**config.mk**
```make
export PLATFORM = sky130hd
export DESIGN_NAME = pipe_stage_reg
export DESIGN_NICKNAME = d
export VERILOG_FILES = /design/src/rtl/pipe_pkg.sv /design/src/rtl/pipe_skid_buf.sv /design/src/rtl/pipe_stage_reg.sv
export SDC_FILE = /design/constraint.sdc
export NUM_CORES = 1
export LEC_CHECK = 0
export ABC_CLOCK_PERIOD_IN_PS = 2100
export BUFFER_PORTS_ARGS = -buffer_cell sky130_fd_sc_hd__clkbuf_2
export CORE_UTILIZATION = 50
export DETAILED_ROUTE_END_ITERATION = 10
export PLACE_DENSITY = 0.93
export SYNTH_ARGS = -nofsm -noshare
export SYNTH_HDL_FRONTEND = slang
export SYNTH_SLANG_ARGS = --single-unit
```
**constraint.sdc**
```tcl
create_clock -name clk -period 2.1 [get_ports clk]
set_input_delay 0.42 -clock clk [delete_from_list [all_inputs] [get_ports clk]]
set_output_delay 0.42 -clock clk [all_outputs]
set_load 0.02 [all_outputs]
```
**src/rtl/pipe_pkg.sv**
```systemverilog
// Shared types and default constants for the pipeline stage register and its skid buffer.
package pipe_pkg;

  localparam int          DATA_W_DEF = 64;
  localparam int          CTRL_W_DEF = 9;
  localparam logic [31:0] RESET_PC   = 32'h0040_0000;

  typedef enum logic [1:0] {
    EMPTY = 2'd0,
    ONE   = 2'd1,
    FULL  = 2'd2
  } stage_state_e;

endpackage

```
**src/rtl/pipe_skid_buf.sv**
```systemverilog
// Second-entry storage for the skid build, plus the steering mux that feeds the output register.
module pipe_skid_buf
  import pipe_pkg::*;
#(
  parameter int DATA_W = DATA_W_DEF,
  parameter int CTRL_W = CTRL_W_DEF
) (
  input  logic              clk,
  input  logic              reset,
  input  logic              flush,
  input  logic              load_i,
  input  logic              sel_skid_i,
  input  logic [DATA_W-1:0] in_data_i,
  input  logic [CTRL_W-1:0] in_ctrl_i,
  output logic [DATA_W-1:0] fwd_data_o,
  output logic [CTRL_W-1:0] fwd_ctrl_o
);

  logic [DATA_W-1:0] skid_data_q;
  logic [CTRL_W-1:0] skid_ctrl_q;

  always_ff @(posedge clk) begin
    if (reset || flush) begin
      skid_data_q <= '0;
      skid_ctrl_q <= '0;
    end else if (load_i) begin
      skid_data_q <= in_data_i;
      skid_ctrl_q <= in_ctrl_i;
    end
  end

  assign fwd_data_o = sel_skid_i ? skid_data_q : in_data_i;
  assign fwd_ctrl_o = sel_skid_i ? skid_ctrl_q : in_ctrl_i;

endmodule

```
**src/rtl/pipe_stage_reg.sv**
```systemverilog
// Valid/ready pipeline stage register. Define PIPE_STAGE_SKID_EN for the 2-entry skid build
// (registered in_ready); the default build holds a single entry.
//
// state | meaning
// EMPTY | nothing held, out_valid=0
// ONE   | one entry presented on out_*
// FULL  | one entry presented plus one parked in the skid buffer (skid build only)
module pipe_stage_reg
  import pipe_pkg::*;
#(
  parameter int                DATA_W     = DATA_W_DEF,
  parameter int                CTRL_W     = CTRL_W_DEF,
  parameter logic [DATA_W-1:0] RESET_DATA = DATA_W'({RESET_PC, 32'd0})
) (
  input  logic              clk,
  input  logic              reset,
  input  logic              flush,
  input  logic              in_valid,
  output logic              in_ready,
  input  logic [DATA_W-1:0] in_data,
  input  logic [CTRL_W-1:0] in_ctrl,
  output logic              out_valid,
  input  logic              out_ready,
  output logic [DATA_W-1:0] out_data,
  output logic [CTRL_W-1:0] out_ctrl,
  output logic [1:0]        occupancy
);

  stage_state_e      state_q, state_d;
  logic              out_valid_q, out_valid_d;
  logic [DATA_W-1:0] out_data_q, out_data_d;
  logic [CTRL_W-1:0] out_ctrl_q, out_ctrl_d;
  logic              accept, rel;

  assign accept = in_valid && in_ready;
  assign rel    = out_valid_q && out_ready;

`ifdef PIPE_STAGE_SKID_EN
  logic              in_ready_q, in_ready_d;
  logic              skid_load, fwd_sel;
  logic [DATA_W-1:0] fwd_data;
  logic [CTRL_W-1:0] fwd_ctrl;

  assign in_ready = in_ready_q;

  pipe_skid_buf #(
    .DATA_W (DATA_W),
    .CTRL_W (CTRL_W)
  ) u_skid (
    .clk        (clk),
    .reset      (reset),
    .flush      (flush),
    .load_i     (skid_load),
    .sel_skid_i (fwd_sel),
    .in_data_i  (in_data),
    .in_ctrl_i  (in_ctrl),
    .fwd_data_o (fwd_data),
    .fwd_ctrl_o (fwd_ctrl)
  );

  always_comb begin
    state_d     = state_q;
    out_valid_d = out_valid_q;
    out_data_d  = out_data_q;
    out_ctrl_d  = out_ctrl_q;
    skid_load   = 1'b0;
    fwd_sel     = 1'b0;
    case (state_q)
      EMPTY: begin
        if (accept) begin
          out_valid_d = 1'b1;
          out_data_d  = fwd_data;
          out_ctrl_d  = fwd_ctrl;
          state_d     = ONE;
        end
      end
      ONE: begin
        if (accept && rel) begin
          out_data_d = fwd_data;
          out_ctrl_d = fwd_ctrl;
        end else if (accept) begin
          skid_load = 1'b1;
          state_d   = FULL;
        end else if (rel) begin
          out_valid_d = 1'b0;
          out_ctrl_d  = '0;
          state_d     = EMPTY;
        end
      end
      FULL: begin
        // in_ready is low here, so the only move is promoting the skid entry
        if (rel) begin
          fwd_sel    = 1'b1;
          out_data_d = fwd_data;
          out_ctrl_d = fwd_ctrl;
          state_d    = ONE;
        end
      end
      default: begin
        out_valid_d = 1'b0;
        out_ctrl_d  = '0;
        state_d     = EMPTY;
      end
    endcase
    if (flush) begin
      state_d     = EMPTY;
      out_valid_d = 1'b0;
      out_data_d  = out_data_q;
      out_ctrl_d  = '0;
      skid_load   = 1'b0;
    end
    in_ready_d = (state_d != FULL);
  end

  always_ff @(posedge clk) begin
    if (reset) begin
      in_ready_q <= 1'b1;
    end else begin
      in_ready_q <= in_ready_d;
    end
  end
`else
  assign in_ready = !out_valid_q || out_ready;

  always_comb begin
    state_d     = state_q;
    out_valid_d = out_valid_q;
    out_data_d  = out_data_q;
    out_ctrl_d  = out_ctrl_q;
    case (state_q)
      EMPTY: begin
        if (accept) begin
          out_valid_d = 1'b1;
          out_data_d  = in_data;
          out_ctrl_d  = in_ctrl;
          state_d     = ONE;
        end
      end
      ONE: begin
        // accepting while ONE implies out_ready, so the held entry leaves the same edge
        if (accept) begin
          out_data_d = in_data;
          out_ctrl_d = in_ctrl;
        end else if (rel) begin
          out_valid_d = 1'b0;
          out_ctrl_d  = '0;
          state_d     = EMPTY;
        end
      end
      default: begin
        out_valid_d = 1'b0;
        out_ctrl_d  = '0;
        state_d     = EMPTY;
      end
    endcase
    if (flush) begin
      state_d     = EMPTY;
      out_valid_d = 1'b0;
      out_data_d  = out_data_q;
      out_ctrl_d  = '0;
    end
  end
`endif

  always_ff @(posedge clk) begin
    if (reset) begin
      state_q     <= EMPTY;
      out_valid_q <= 1'b0;
      out_data_q  <= RESET_DATA;
      out_ctrl_q  <= '0;
    end else begin
      state_q     <= state_d;
      out_valid_q <= out_valid_d;
      out_data_q  <= out_data_d;
      out_ctrl_q  <= out_ctrl_d;
    end
  end

  assign out_valid = out_valid_q;
  assign out_data  = out_data_q;
  assign out_ctrl  = out_ctrl_q;
  assign occupancy = 2'(state_q);

endmodule

```
==> results.yml <==
status:
  status: "completed"
setup_path:
  path_max_fanout: 5
  timing_worst_setup_path_type: "flop to primary output"
  critical_path_arrival_ns: 1.18
  reg2reg_depth: 4
  critical_path.reg2reg.endpoint: "out_data[27]$_SDFFE_PP0P_"
  critical_path_required_ns: 1.68
  endpoint_kind: "primary output"
  reg2reg_from: "out_valid$_SDFFE_PP0P_"
  critical-path-top-delay-family: "flip-flops"
  worstPathBufferInverterCount: 2
  timing.critical_path.slowest_stage_cell: "sky130_fd_sc_hd__dfxtp_1"
  worstSetupStartpointType: "flop"
  timing.reg2reg.setup_slack_ns: 0.66
  crit_path_max_incr_delay_ns: 0.40
  worstPathCellList: "nor2b_4, inv_1, clkbuf_2"
final_layout:
  num-nets-final: 530
  final_cell_mix: "sky130_fd_sc_hd__clkbuf_2 (153), sky130_fd_sc_hd__nand2b_1 (126), sky130_fd_sc_hd__dfxtp_1 (74)"
  drive_above_1_share_pct: 38.2
  synthToLayoutAreaGrowth_pct: 27.0
  ff_latch_area_sq_mm: 0.00148
  n_antenna_cell: 0
  fillers: 536
  multi_input_comb_area_sq_mm: 0.00158
  postLayoutCellArea_sq_mm: 0.00416
  mostFrequentLayoutCell: "sky130_fd_sc_hd__clkbuf_2"
die:
  design.core.area_sq_mm: 0.00635
  effective_utilization_at_floorplan_pct: 51.5
  pin_count: 155
  die_area_sq_mm: 0.00687
  die_w_um: 82.9
  dieHeight_um: 82.9
  std_cell_rows: 29
sta:
  tns_ns: 0
  timing.final.max_slew_violations: 0
  setup_viol_count_final: 0
  grt_setup_unrepaired: "false"
  report.final.hold_viol_count: 0
  timing.clock.skew_ns: 0.00925
  min_period_over_period_pct: 76.2
  max_clock_freq_ghz: 0.625
  fin_crit_ns: 1.60
yosys:
  netlist.top_cell.by_area: "sky130_fd_sc_hd__dfxtp_1"
  post_synth_num_cell_types: 16
  yosys_warnings: 0
  synth_area_sq_mm: 0.00327
  syn_nets: 387
  netlist_instances: 309
  synth_top_area_share_pct: 45.3
  seq_area_frac_synth_pct: 45.3
  post_synthesis_average_cell_area_sq_um: 10.6
  synthTopCellsByArea: "sky130_fd_sc_hd__dfxtp_1 (45%), sky130_fd_sc_hd__nand2b_1 (24%), sky130_fd_sc_hd__mux2i_1 (20%), sky130_fd_sc_hd__buf_12 (3.7%), sky130_fd_sc_hd__a22o_1 (2.4%)"
  yosys_register_bits: 74
clock_tree:
  clock_insertion_delay_worst_skew_ns: 0.33
  cts-root-to-sink-buffers: 2
  cts_tree: "done"
  worst_setup_hold_path_clk_slew_ns: 0.08
  h-tree-depth: 3
  cts-buffers-inserted: 9
  cts.sinks: 74
  cts_hold_repair.buffers: 0
  post_cts_sizing_count: 0
  cts_setup_buffers: 0
  clock-root-buffer: "sky130_fd_sc_hd__clkbuf_8"
global_routing:
  grt_first_pass_wirelength_mm: 10.6
  antenna_found_initial: 0
  overall_fraction_of_global_route_tracks_in_use_pct: 18.7
  grt_start_max_net_pins: 73
  grt_pass1_vias: 2513
  grt_remaining_overflow: 0
drt:
  wl_cell_um: 12.0
  drtPass1Iterations: 4
  drc: 0
  avgViaCountPerCell: 4.80
  detailedRoute.firstIterationViolations: 53
  vias: 2560
  ant_nets: 0
  wl_mm: 6.38
min_path:
  holdPathStages: 2
  worst_hold_startpoint: "in_ctrl[6]"
  hold_path.class: "input pin to flop"
  hold-path-endpoint: "out_ctrl[6]$_SDFFE_PP0P_"
flow_run:
  timing.max_cap.violations: 0
power:
  cellLeakagePower_nw: 1.92
  power_density_mw_per_mm2: 702
  power.ir.vdd_worst_uv: 456
place:
  post_place_cell_area_sq_mm: 0.00399
  globalplace.congestion: 0.711
  hpwl_after_detailed_placement_mm: 4.69
  portBuffers: 153
## synthesized netlist by cell type (all sizes together)
| master | instances |
|---|---|
| clkbuf | 13 |
| dfxtp | 74 |
| and3b | 1 |
| nor2b | 1 |
| o21a | 2 |
| inv | 1 |
| nand2b | 126 |
| conb | 1 |
| a22o | 9 |
| nor3b | 1 |
| buf | 12 |
| nor2 | 4 |
| mux2i | 64 |
## flip-flops by register name, summed over array words and instances (netlist names)
register	count
out_valid	1
out_ctrl	9
out_data	64
## stage by stage
| step | setup WS (ns) | instances | hold slack [ns] | util [%] | power (mW) |
|---|---|---|---|---|---|
| final | 0.500 | 533 | 0.296 | 65.5 | 2.92 |
| after CTS | 0.477 | 533 | 0.279 | 65.5 | 2.96 |
| after floorplan | 0.778 | 309 | 0.544 | - | 1.85 |
| after global routing | 0.450 | 533 | 0.285 | 65.5 | 3.06 |
| after detailed placement | 0.547 | 518 | 0.460 | 62.8 | 2.00 |
| after global placement | 0.657 | 518 | 0.457 | 62.8 | 1.99 |
## worst max path at each step
| stage | end | from | depth (start not counted) |
|---|---|---|---|
| after floorplan | out_ctrl[0]$_SDFFE_PP0P_ | out_valid$_SDFFE_PP0P_ | 4 |
| after global placement | out_data[17]$_SDFFE_PP0P_ | out_ready | 5 |
| after detailed placement | out_data[27]$_SDFFE_PP0P_ | out_ready | 5 |
| after CTS | in_ready | out_valid$_SDFFE_PP0P_ | 3 |
| after global routing | in_ready | out_valid$_SDFFE_PP0P_ | 3 |
| final | in_ready | out_valid$_SDFFE_PP0P_ | 3 |
## cells by family (layout without fill, tap and decap cells)
kind of cell           after synthesis  after routing  synth area share [%]
AOI/OAI and AO/OA                   11             11                  2.87
buffers and inverters               26            173                  6.54
DFF                                 74             74                  45.3
muxes                               64             64                  19.6
other                                1              1                 0.115
and+or+nand+nor                    133            133                  25.6
## metal layers
metal  wire, um  global-route usage [%]  vias to the layer above
li1           -                       -                     1283
met1       2720                    19.7                     1166
met2       3160                    34.6                       96
met3        370                    4.57                       15
met4        121                    9.25                        0
met5          0                       0                        -
## power breakdown
part	switching, mW	internal, mW	total [mW]
Clock	0.497	0.455	0.952
Combinational	0.240	0.215	0.455
Sequential	0.0376	1.47	1.51
Total	0.775	2.14	2.92
## worst reg2reg max path, delay by kind of cell (launching register included)
family | cells | cell delay, ns
and+or+nand+nor | 2 | 0.45
DFF | 1 | 0.35
buffers and inverters | 1 | 0.30
muxes | 1 | 0.26
## layout make-up
type	instances	share of cell area, %
sequential	74	35.6
clock inverter	4	0.692
multi-input combinational	209	38.1
tap	77	2.32
timing repair buffer	157	19.7
clock buffer	11	3.40
inverter	1	0.0903
No activity file was read; power rests on OpenSTA's default activity.
